[config.mk]
export PLATFORM = sky130hd
export DESIGN_NAME = apb_fifo_completer
export DESIGN_NICKNAME = d
export VERILOG_FILES = /design/src/rtl/apb_fifo_completer.sv
export SDC_FILE = /design/constraint.sdc
export NUM_CORES = 1
export LEC_CHECK = 0
export CAP_MARGIN = 5
export CORE_ASPECT_RATIO = 0.5
export CORE_UTILIZATION = 55
export CTS_CLUSTER_DIAMETER = 100
export DETAILED_ROUTE_END_ITERATION = 12
export GPL_TIMING_DRIVEN = 0
export PLACE_DENSITY = 0.76
export SETUP_SLACK_MARGIN = 0.2
export SLEW_MARGIN = 30
export SYNTH_ARGS = -nofsm -noshare
export SYNTH_HDL_FRONTEND = slang
export SYNTH_SLANG_ARGS = --single-unit
[constraint.sdc]
create_clock -name PCLK -period 2.9 [get_ports PCLK]
set_input_delay 0.435 -clock PCLK [delete_from_list [all_inputs] [get_ports PCLK]]
set_output_delay 0.435 -clock PCLK [all_outputs]
set_load 0.01 [all_outputs]
[src/rtl/apb_fifo_completer.sv]
// APB completer bridging the bus to a local stream through a TX and an RX FIFO.
// Optional macro APB_FIFO_IRQ_EN adds a registered irq output and CTRL interrupt enables.
module apb_fifo_completer #(
  parameter int ADDR_WIDTH = 10,
  parameter int DATA_WIDTH = 16,
  parameter int DEPTH      = 16,
  parameter int TIMEOUT    = 15
) (
  input  logic                  PCLK,
  input  logic                  PRESETN,
  input  logic                  PSEL,
  input  logic                  PENABLE,
  input  logic                  PWRITE,
  input  logic [ADDR_WIDTH-1:0] PADDR,
  input  logic [DATA_WIDTH-1:0] PWDATA,
  output logic [DATA_WIDTH-1:0] PRDATA,
  output logic                  PREADY,
  output logic                  PSLVERR,
  output logic [DATA_WIDTH-1:0] out_data,
  output logic                  out_valid,
  input  logic                  out_ready,
  input  logic [DATA_WIDTH-1:0] in_data,
  input  logic                  in_valid,
  output logic                  in_ready
`ifdef APB_FIFO_IRQ_EN
  ,
  output logic                  irq
`endif
);

  localparam int PW  = $clog2(DEPTH);
  localparam int C   = PW + 1;
  localparam int WCW = (TIMEOUT > 1) ? $clog2(TIMEOUT + 1) : 1;
  localparam int TX  = 0;
  localparam int RX  = 1;

  localparam logic [1:0] REG_DATA     = 2'd0;
  localparam logic [1:0] REG_STATUS   = 2'd1;
  localparam logic [1:0] REG_CTRL     = 2'd2;
  localparam logic [1:0] REG_UNMAPPED = 2'd3;

  typedef enum logic [1:0] {S_IDLE, S_ACCESS, S_WAIT} state_t;

  typedef struct packed {
    logic       wr;
    logic [1:0] reg_sel;
    logic       is_data;
    logic       bad;
  } req_t;

  state_t                       state_q, state_d;
  logic [WCW-1:0]               wcnt_q, wcnt_d;
  req_t                         req;
  logic                         res_ok, complete, ctrl_wr, err_clr;
  logic                         block_en, err_sticky;
  logic [DATA_WIDTH-1:0]        status, ctrl_rd, rd_val;

  logic [1:0][DATA_WIDTH-1:0]   wr_data, rd_data;
  logic [1:0][C-1:0]            count;
  logic [1:0]                   push, pop, flush, full, empty;

  logic unused_addr;
  assign unused_addr = ^PADDR[ADDR_WIDTH-1:2];

  // Index 0 is the TX FIFO, index 1 the RX FIFO; flush acts like a local reset.
  for (genvar f = 0; f < 2; f++) begin : g_fifo
    logic [DATA_WIDTH-1:0] mem [DEPTH];
    logic [PW-1:0]         wr_ptr, rd_ptr;
    logic [C-1:0]          cnt_q;

    always_ff @(posedge PCLK) begin
      if (!PRESETN || flush[f]) begin
        wr_ptr <= '0;
        rd_ptr <= '0;
        cnt_q  <= '0;
      end else begin
        if (push[f]) wr_ptr <= wr_ptr + 1'b1;
        if (pop[f])  rd_ptr <= rd_ptr + 1'b1;
        cnt_q <= cnt_q + C'(push[f]) - C'(pop[f]);
      end
    end

    always_ff @(posedge PCLK) begin
      if (push[f]) mem[wr_ptr] <= wr_data[f];
    end

    assign rd_data[f] = mem[rd_ptr];
    assign count[f]   = cnt_q;
    assign full[f]    = (cnt_q == C'(DEPTH));
    assign empty[f]   = (cnt_q == '0);
  end

  assign req = '{wr:      PWRITE,
                 reg_sel: PADDR[1:0],
                 is_data: (PADDR[1:0] == REG_DATA),
                 bad:     (PADDR[1:0] == REG_UNMAPPED) ||
                          ((PADDR[1:0] == REG_STATUS) && PWRITE)};

  // Readiness uses registered counts only, so a same-cycle local pop/push never passes through.
  assign res_ok = !(req.is_data &&  req.wr && full[TX]) &&
                  !(req.is_data && !req.wr && empty[RX]);

  assign ctrl_wr   = complete && req.wr && (req.reg_sel == REG_CTRL);
  assign flush[TX] = ctrl_wr && PWDATA[0];
  assign flush[RX] = ctrl_wr && PWDATA[1];
  assign err_clr   = ctrl_wr && PWDATA[3];

  assign wr_data[TX] = PWDATA;
  assign wr_data[RX] = in_data;
  assign push[TX]    = complete && req.is_data && req.wr;
  assign pop[TX]     = out_ready && !empty[TX] && !flush[TX];
  assign in_ready    = PRESETN && !full[RX] && !flush[RX];
  assign push[RX]    = in_valid && in_ready;
  assign pop[RX]     = complete && req.is_data && !req.wr;

  assign out_data  = rd_data[TX];
  assign out_valid = !empty[TX];

  always_comb begin
    status              = '0;
    status[C-1:0]       = count[TX];
    status[2*C-1:C]     = count[RX];
    status[2*C]         = full[TX];
    status[2*C+1]       = empty[RX];
    status[2*C+2]       = err_sticky;
  end

`ifdef APB_FIFO_IRQ_EN
  logic ie_rx, ie_tx;
`endif

  always_comb begin
    ctrl_rd    = '0;
    ctrl_rd[2] = block_en;
`ifdef APB_FIFO_IRQ_EN
    ctrl_rd[4] = ie_rx;
    ctrl_rd[5] = ie_tx;
`endif
  end

  always_comb begin
    rd_val = '0;
    unique case (req.reg_sel)
      REG_DATA:   rd_val = rd_data[RX];
      REG_STATUS: rd_val = status;
      REG_CTRL:   rd_val = ctrl_rd;
      default:    rd_val = '0;
    endcase
  end

  always_comb begin
    state_d  = state_q;
    wcnt_d   = wcnt_q;
    PREADY   = 1'b0;
    PSLVERR  = 1'b0;
    PRDATA   = '0;
    complete = 1'b0;
    unique case (state_q)
      S_IDLE: if (PSEL && !PENABLE) state_d = S_ACCESS;
      S_ACCESS, S_WAIT: begin
        if (!PSEL) begin
          state_d = S_IDLE;
        end else if (req.bad) begin
          PREADY  = 1'b1;
          PSLVERR = 1'b1;
          state_d = S_IDLE;
        end else if (res_ok) begin
          PREADY   = 1'b1;
          complete = 1'b1;
          PRDATA   = req.wr ? '0 : rd_val;
          state_d  = S_IDLE;
        end else if (state_q == S_ACCESS) begin
          if (block_en) begin
            // The access cycle itself is the first wait-state cycle.
            state_d = S_WAIT;
            wcnt_d  = WCW'(1);
          end else begin
            PREADY  = 1'b1;
            PSLVERR = 1'b1;
            state_d = S_IDLE;
          end
        end else if ((TIMEOUT != 0) && (wcnt_q == WCW'(TIMEOUT))) begin
          PREADY  = 1'b1;
          PSLVERR = 1'b1;
          state_d = S_IDLE;
        end else if (TIMEOUT != 0) begin
          wcnt_d = wcnt_q + 1'b1;
        end
      end
      default: state_d = S_IDLE;
    endcase
    if (!PRESETN) begin
      PREADY   = 1'b0;
      PSLVERR  = 1'b0;
      PRDATA   = '0;
      complete = 1'b0;
    end
  end

  always_ff @(posedge PCLK) begin
    if (!PRESETN) begin
      state_q    <= S_IDLE;
      wcnt_q     <= '0;
      block_en   <= 1'b0;
      err_sticky <= 1'b0;
    end else begin
      state_q <= state_d;
      wcnt_q  <= wcnt_d;
      if (ctrl_wr) block_en <= PWDATA[2];
      if (PREADY && PSLVERR) err_sticky <= 1'b1;
      else if (err_clr)      err_sticky <= 1'b0;
    end
  end

`ifdef APB_FIFO_IRQ_EN
  always_ff @(posedge PCLK) begin
    if (!PRESETN) begin
      ie_rx <= 1'b0;
      ie_tx <= 1'b0;
      irq   <= 1'b0;
    end else begin
      if (ctrl_wr) begin
        ie_rx <= PWDATA[4];
        ie_tx <= PWDATA[5];
      end
      irq <= (ie_rx && !empty[RX]) || (ie_tx && empty[TX]);
    end
  end
`endif

endmodule

==> flow_metrics.env <==
export IMPL_status="finished with violations"
export IMPL_violations="setup timing"
export IMPL_total_power_mw=18.6
export IMPL_start_util_pct=56.2
export IMPL_seq_area_sq_um=16200
export IMPL_crit_type="reg2out"
export IMPL_routabilityCongestion=0.821
export IMPL_drv_slew=0
export IMPL_cp_depth=9
export IMPL_worst_ir_drop_vdd_v=0.000446
export IMPL_drt_initial_drc_count=1117
export IMPL_synth_edf_count=512
export IMPL_critPathCaptureType="primary output"
export IMPL_grt_pass1_vias=11900
export IMPL_synth_yosys_seq_area_share_pct=73.8
export IMPL_whs_path_depth=3
export IMPL_final_setup_viol_count=32
export IMPL_place_worst_setup_slack_ps=-890
export IMPL_synth_nets=1138
export IMPL_htree_levels=2
export IMPL_crit_buf_inv=5
export IMPL_startpoint_type="register"
export IMPL_postSynth_asyncResetShare_pct=0
export IMPL_ant_nets=0
export IMPL_hold_viol_final=0
export IMPL_final_nets=1359
export IMPL_fmax_mhz=319
export IMPL_crit_slowest_cell="mux4_2"
export IMPL_crit_top_cell="buf_12"
export IMPL_max_stage_delay_ps=530
export IMPL_cts_buffers_inserted=47
export IMPL_ios=85
export IMPL_worstSkewPairLatency_ps=580
export IMPL_power_density_nw_per_um2=691
export IMPL_ys_seq_elements=554
export IMPL_dr_total_vias=11600
export IMPL_critPathTopFamily="multiplexers"
export IMPL_clock_path_buffers=3
export IMPL_slew_headroom_pct=45.6
export IMPL_fill_cells=2260
export IMPL_clock_sinks=554
export IMPL_port_buffers=74
export IMPL_synth_flop_cell="edfxtp_1"
export IMPL_synth_area_leaders="edfxtp_1 70%, mux4_2 15%, dfxtp_1 3.8%"
export IMPL_synthCells=1063
export IMPL_fin_crit_ps=3130
export IMPL_gr_usage_all_layers_pct=25.4
export IMPL_yosys_warnings=0
export IMPL_grt_remaining_overflow=0
export IMPL_die_h_microns=143
export IMPL_crit_fanout=8
export IMPL_yosys_area_top_type="edfxtp_1"
export IMPL_via_per_inst=6.28
export IMPL_grt_pass1_wl_mm=75.0
export IMPL_p_leak_nw=8.57
export IMPL_die_w_microns=285
export IMPL_syn_area_per_cell_sq_um=20.7
export IMPL_die_area_sq_um=40800
export IMPL_area_growth_pct=22.8
export IMPL_tritoncts="yes"
export IMPL_hpwl_mm=28.7
export IMPL_grt_max_degree=19
export IMPL_crit_chain="buf_6, buf_12, buf_12, buf_4, mux4_2, mux2i_4, mux2i_2, a22o_1, buf_2"
export IMPL_yosysTopAreaCellShare_pct=70.0
export IMPL_dp_cells=1676
export IMPL_worst_ep_arrival_time_ps=2700
export IMPL_clock_skew_final_ps=16.8
export IMPL_rr_worst_depth=15
export IMPL_cts_hold_buf=0
export IMPL_synth_area_sq_um=22000
export IMPL_wl_per_cell_microns=28.5
export IMPL_tightest_slew_ps=809
export IMPL_setup_ws_ps=-234
export IMPL_first_pass_iters=5
export IMPL_synth_cell_types=57
export IMPL_hold_path_class="in2reg"
export IMPL_core_sq_um=39100
export IMPL_finalWirelength_mm=52.7
export IMPL_min_period_over_period_pct=108
export IMPL_final_cells=1851
export IMPL_drive_gt1_share_pct=37.7
export IMPL_fin_util_pct=69.0
export IMPL_antenna_found_initial=0
export IMPL_required_ps=2470
export IMPL_clk_pin_slew_ps=70
export IMPL_fp_row_count=51
export IMPL_multi_input_area_sq_um=6030
export IMPL_cap_viol_max_count=0
export IMPL_route_detailed_drc=0
export IMPL_cts_root_buf="clkbuf_16"
export IMPL_rsz0062_at_grt="true"
kinds of logic after synthesis:
group	count (synthesis)	synth area share [%]
xor gates and xnor gates	15	0.598
buffers and inverters	80	1.65
DFF	554	73.8
muxes	188	17.0
AOI/OAI and AO/OA	62	1.98
and+or+nand+nor	138	3.47
adders and majority gates	26	1.55
cell usage after synthesis, drive strengths merged (2+ instances only):
master	n
and3	3
a31o	2
ha	24
nand2	16
o21ai	7
inv	29
nand2b	6
edfxtp	512
a31oi	5
a211oi	2
a21o	5
clkbuf	17
fa	2
dfxtp	42
xnor2	9
nor4b	3
o21a	2
or4b	2
nand3	12
o311ai	2
nand3b	5
nor3b	3
or4	2
a21oi	16
a22o	12
nor4	3
nand4bb	3
and2	19
o31ai	4
mux2i	41
nand4	4
xor2	6
mux4	147
nor2	42
buf	33
or3	3
nor3	7
worst reg2reg max path: cells and delay by family (launching register included):
kind / cells / cell delay, ps
and+or+nand+nor: 4 / 920
AOI/OAI and AO/OA: 2 / 210
adders and majority gates: 4 / 840
DFF: 1 / 320
buffers and inverters: 5 / 340
cell usage in the layout (no fill, tap or decap), types with 23 or more instances in the layout:
cell and instances:
buf_12 29, clkbuf_16 50, edfxtp_1 512, buf_4 51
mux2i_1 23, nor2_1 24, inv_1 23, mux4_2 147
dfxtp_1 34, buf_6 44, clkdlybuf4s50_1 38, buf_2 23
per-stage QoR:
step                hold slack, ps  TNS, ps  cell area (sq um)
floorplan                      452    -14.2              22000
global placement               464  -380650              23400
detailed placement             483  -171590              23700
CTS                            212    -2820              26500
global route                   235    -5390              27000
finish                         226    -3700              27000
path summary, 6_finish.rpt:
path                 startpoint  slack (ps)            endpoint
max                    register        -230           PRDATA[8]
min                     PRESETN         230           wcnt_q[1]
max reg2reg  g_fifo[1].cnt_q[2]         140  g_fifo[1].cnt_q[4]
min reg2reg           wcnt_q[1]         500           wcnt_q[1]
sequential cells by signal (all words and copies together), names as in the netlist, named ones only:
signal         cells
g_fifo.wr_ptr      8
err_sticky         1
block_en           1
wcnt_q             4
state_q            2
g_fifo.mem       512
g_fifo.rd_ptr      8
g_fifo.cnt_q      10
layer usage:
metal,global-route usage [%],vias to the layer above,wire length [microns]
met1,32.2,6107,19900
met5,0,-,0
met3,4.33,114,3340
li1,-,4831,-
met2,45.0,565,27700
met4,8.83,0,1690
layout make-up:
cell class	instances	share of cell area [%]
clock buffer	62	4.76
buffer	50	2.19
tap	530	2.46
clock inverter	23	0.663
multi-input combinational	429	22.3
antenna	1	0.00928
inverter	30	0.436
sequential	554	60.1
timing repair buffer	172	6.98
report_power, final:
part	internal [mW]	total, mW	switching [mW]
Clock	3.32	6.17	2.85
Combinational	1.97	3.50	1.53
Sequential	8.86	8.97	0.113
Total	14.1	18.6	4.50
timing repair:
action,in CTS,in global routing
resized for setup,363,41
pin swaps,33,20
buffers inserted,53,29
cloned,6,1
endpoints found under the setup margin,501,228
hold endpoints to repair,0,0
(Power assumes the default switching activity.)
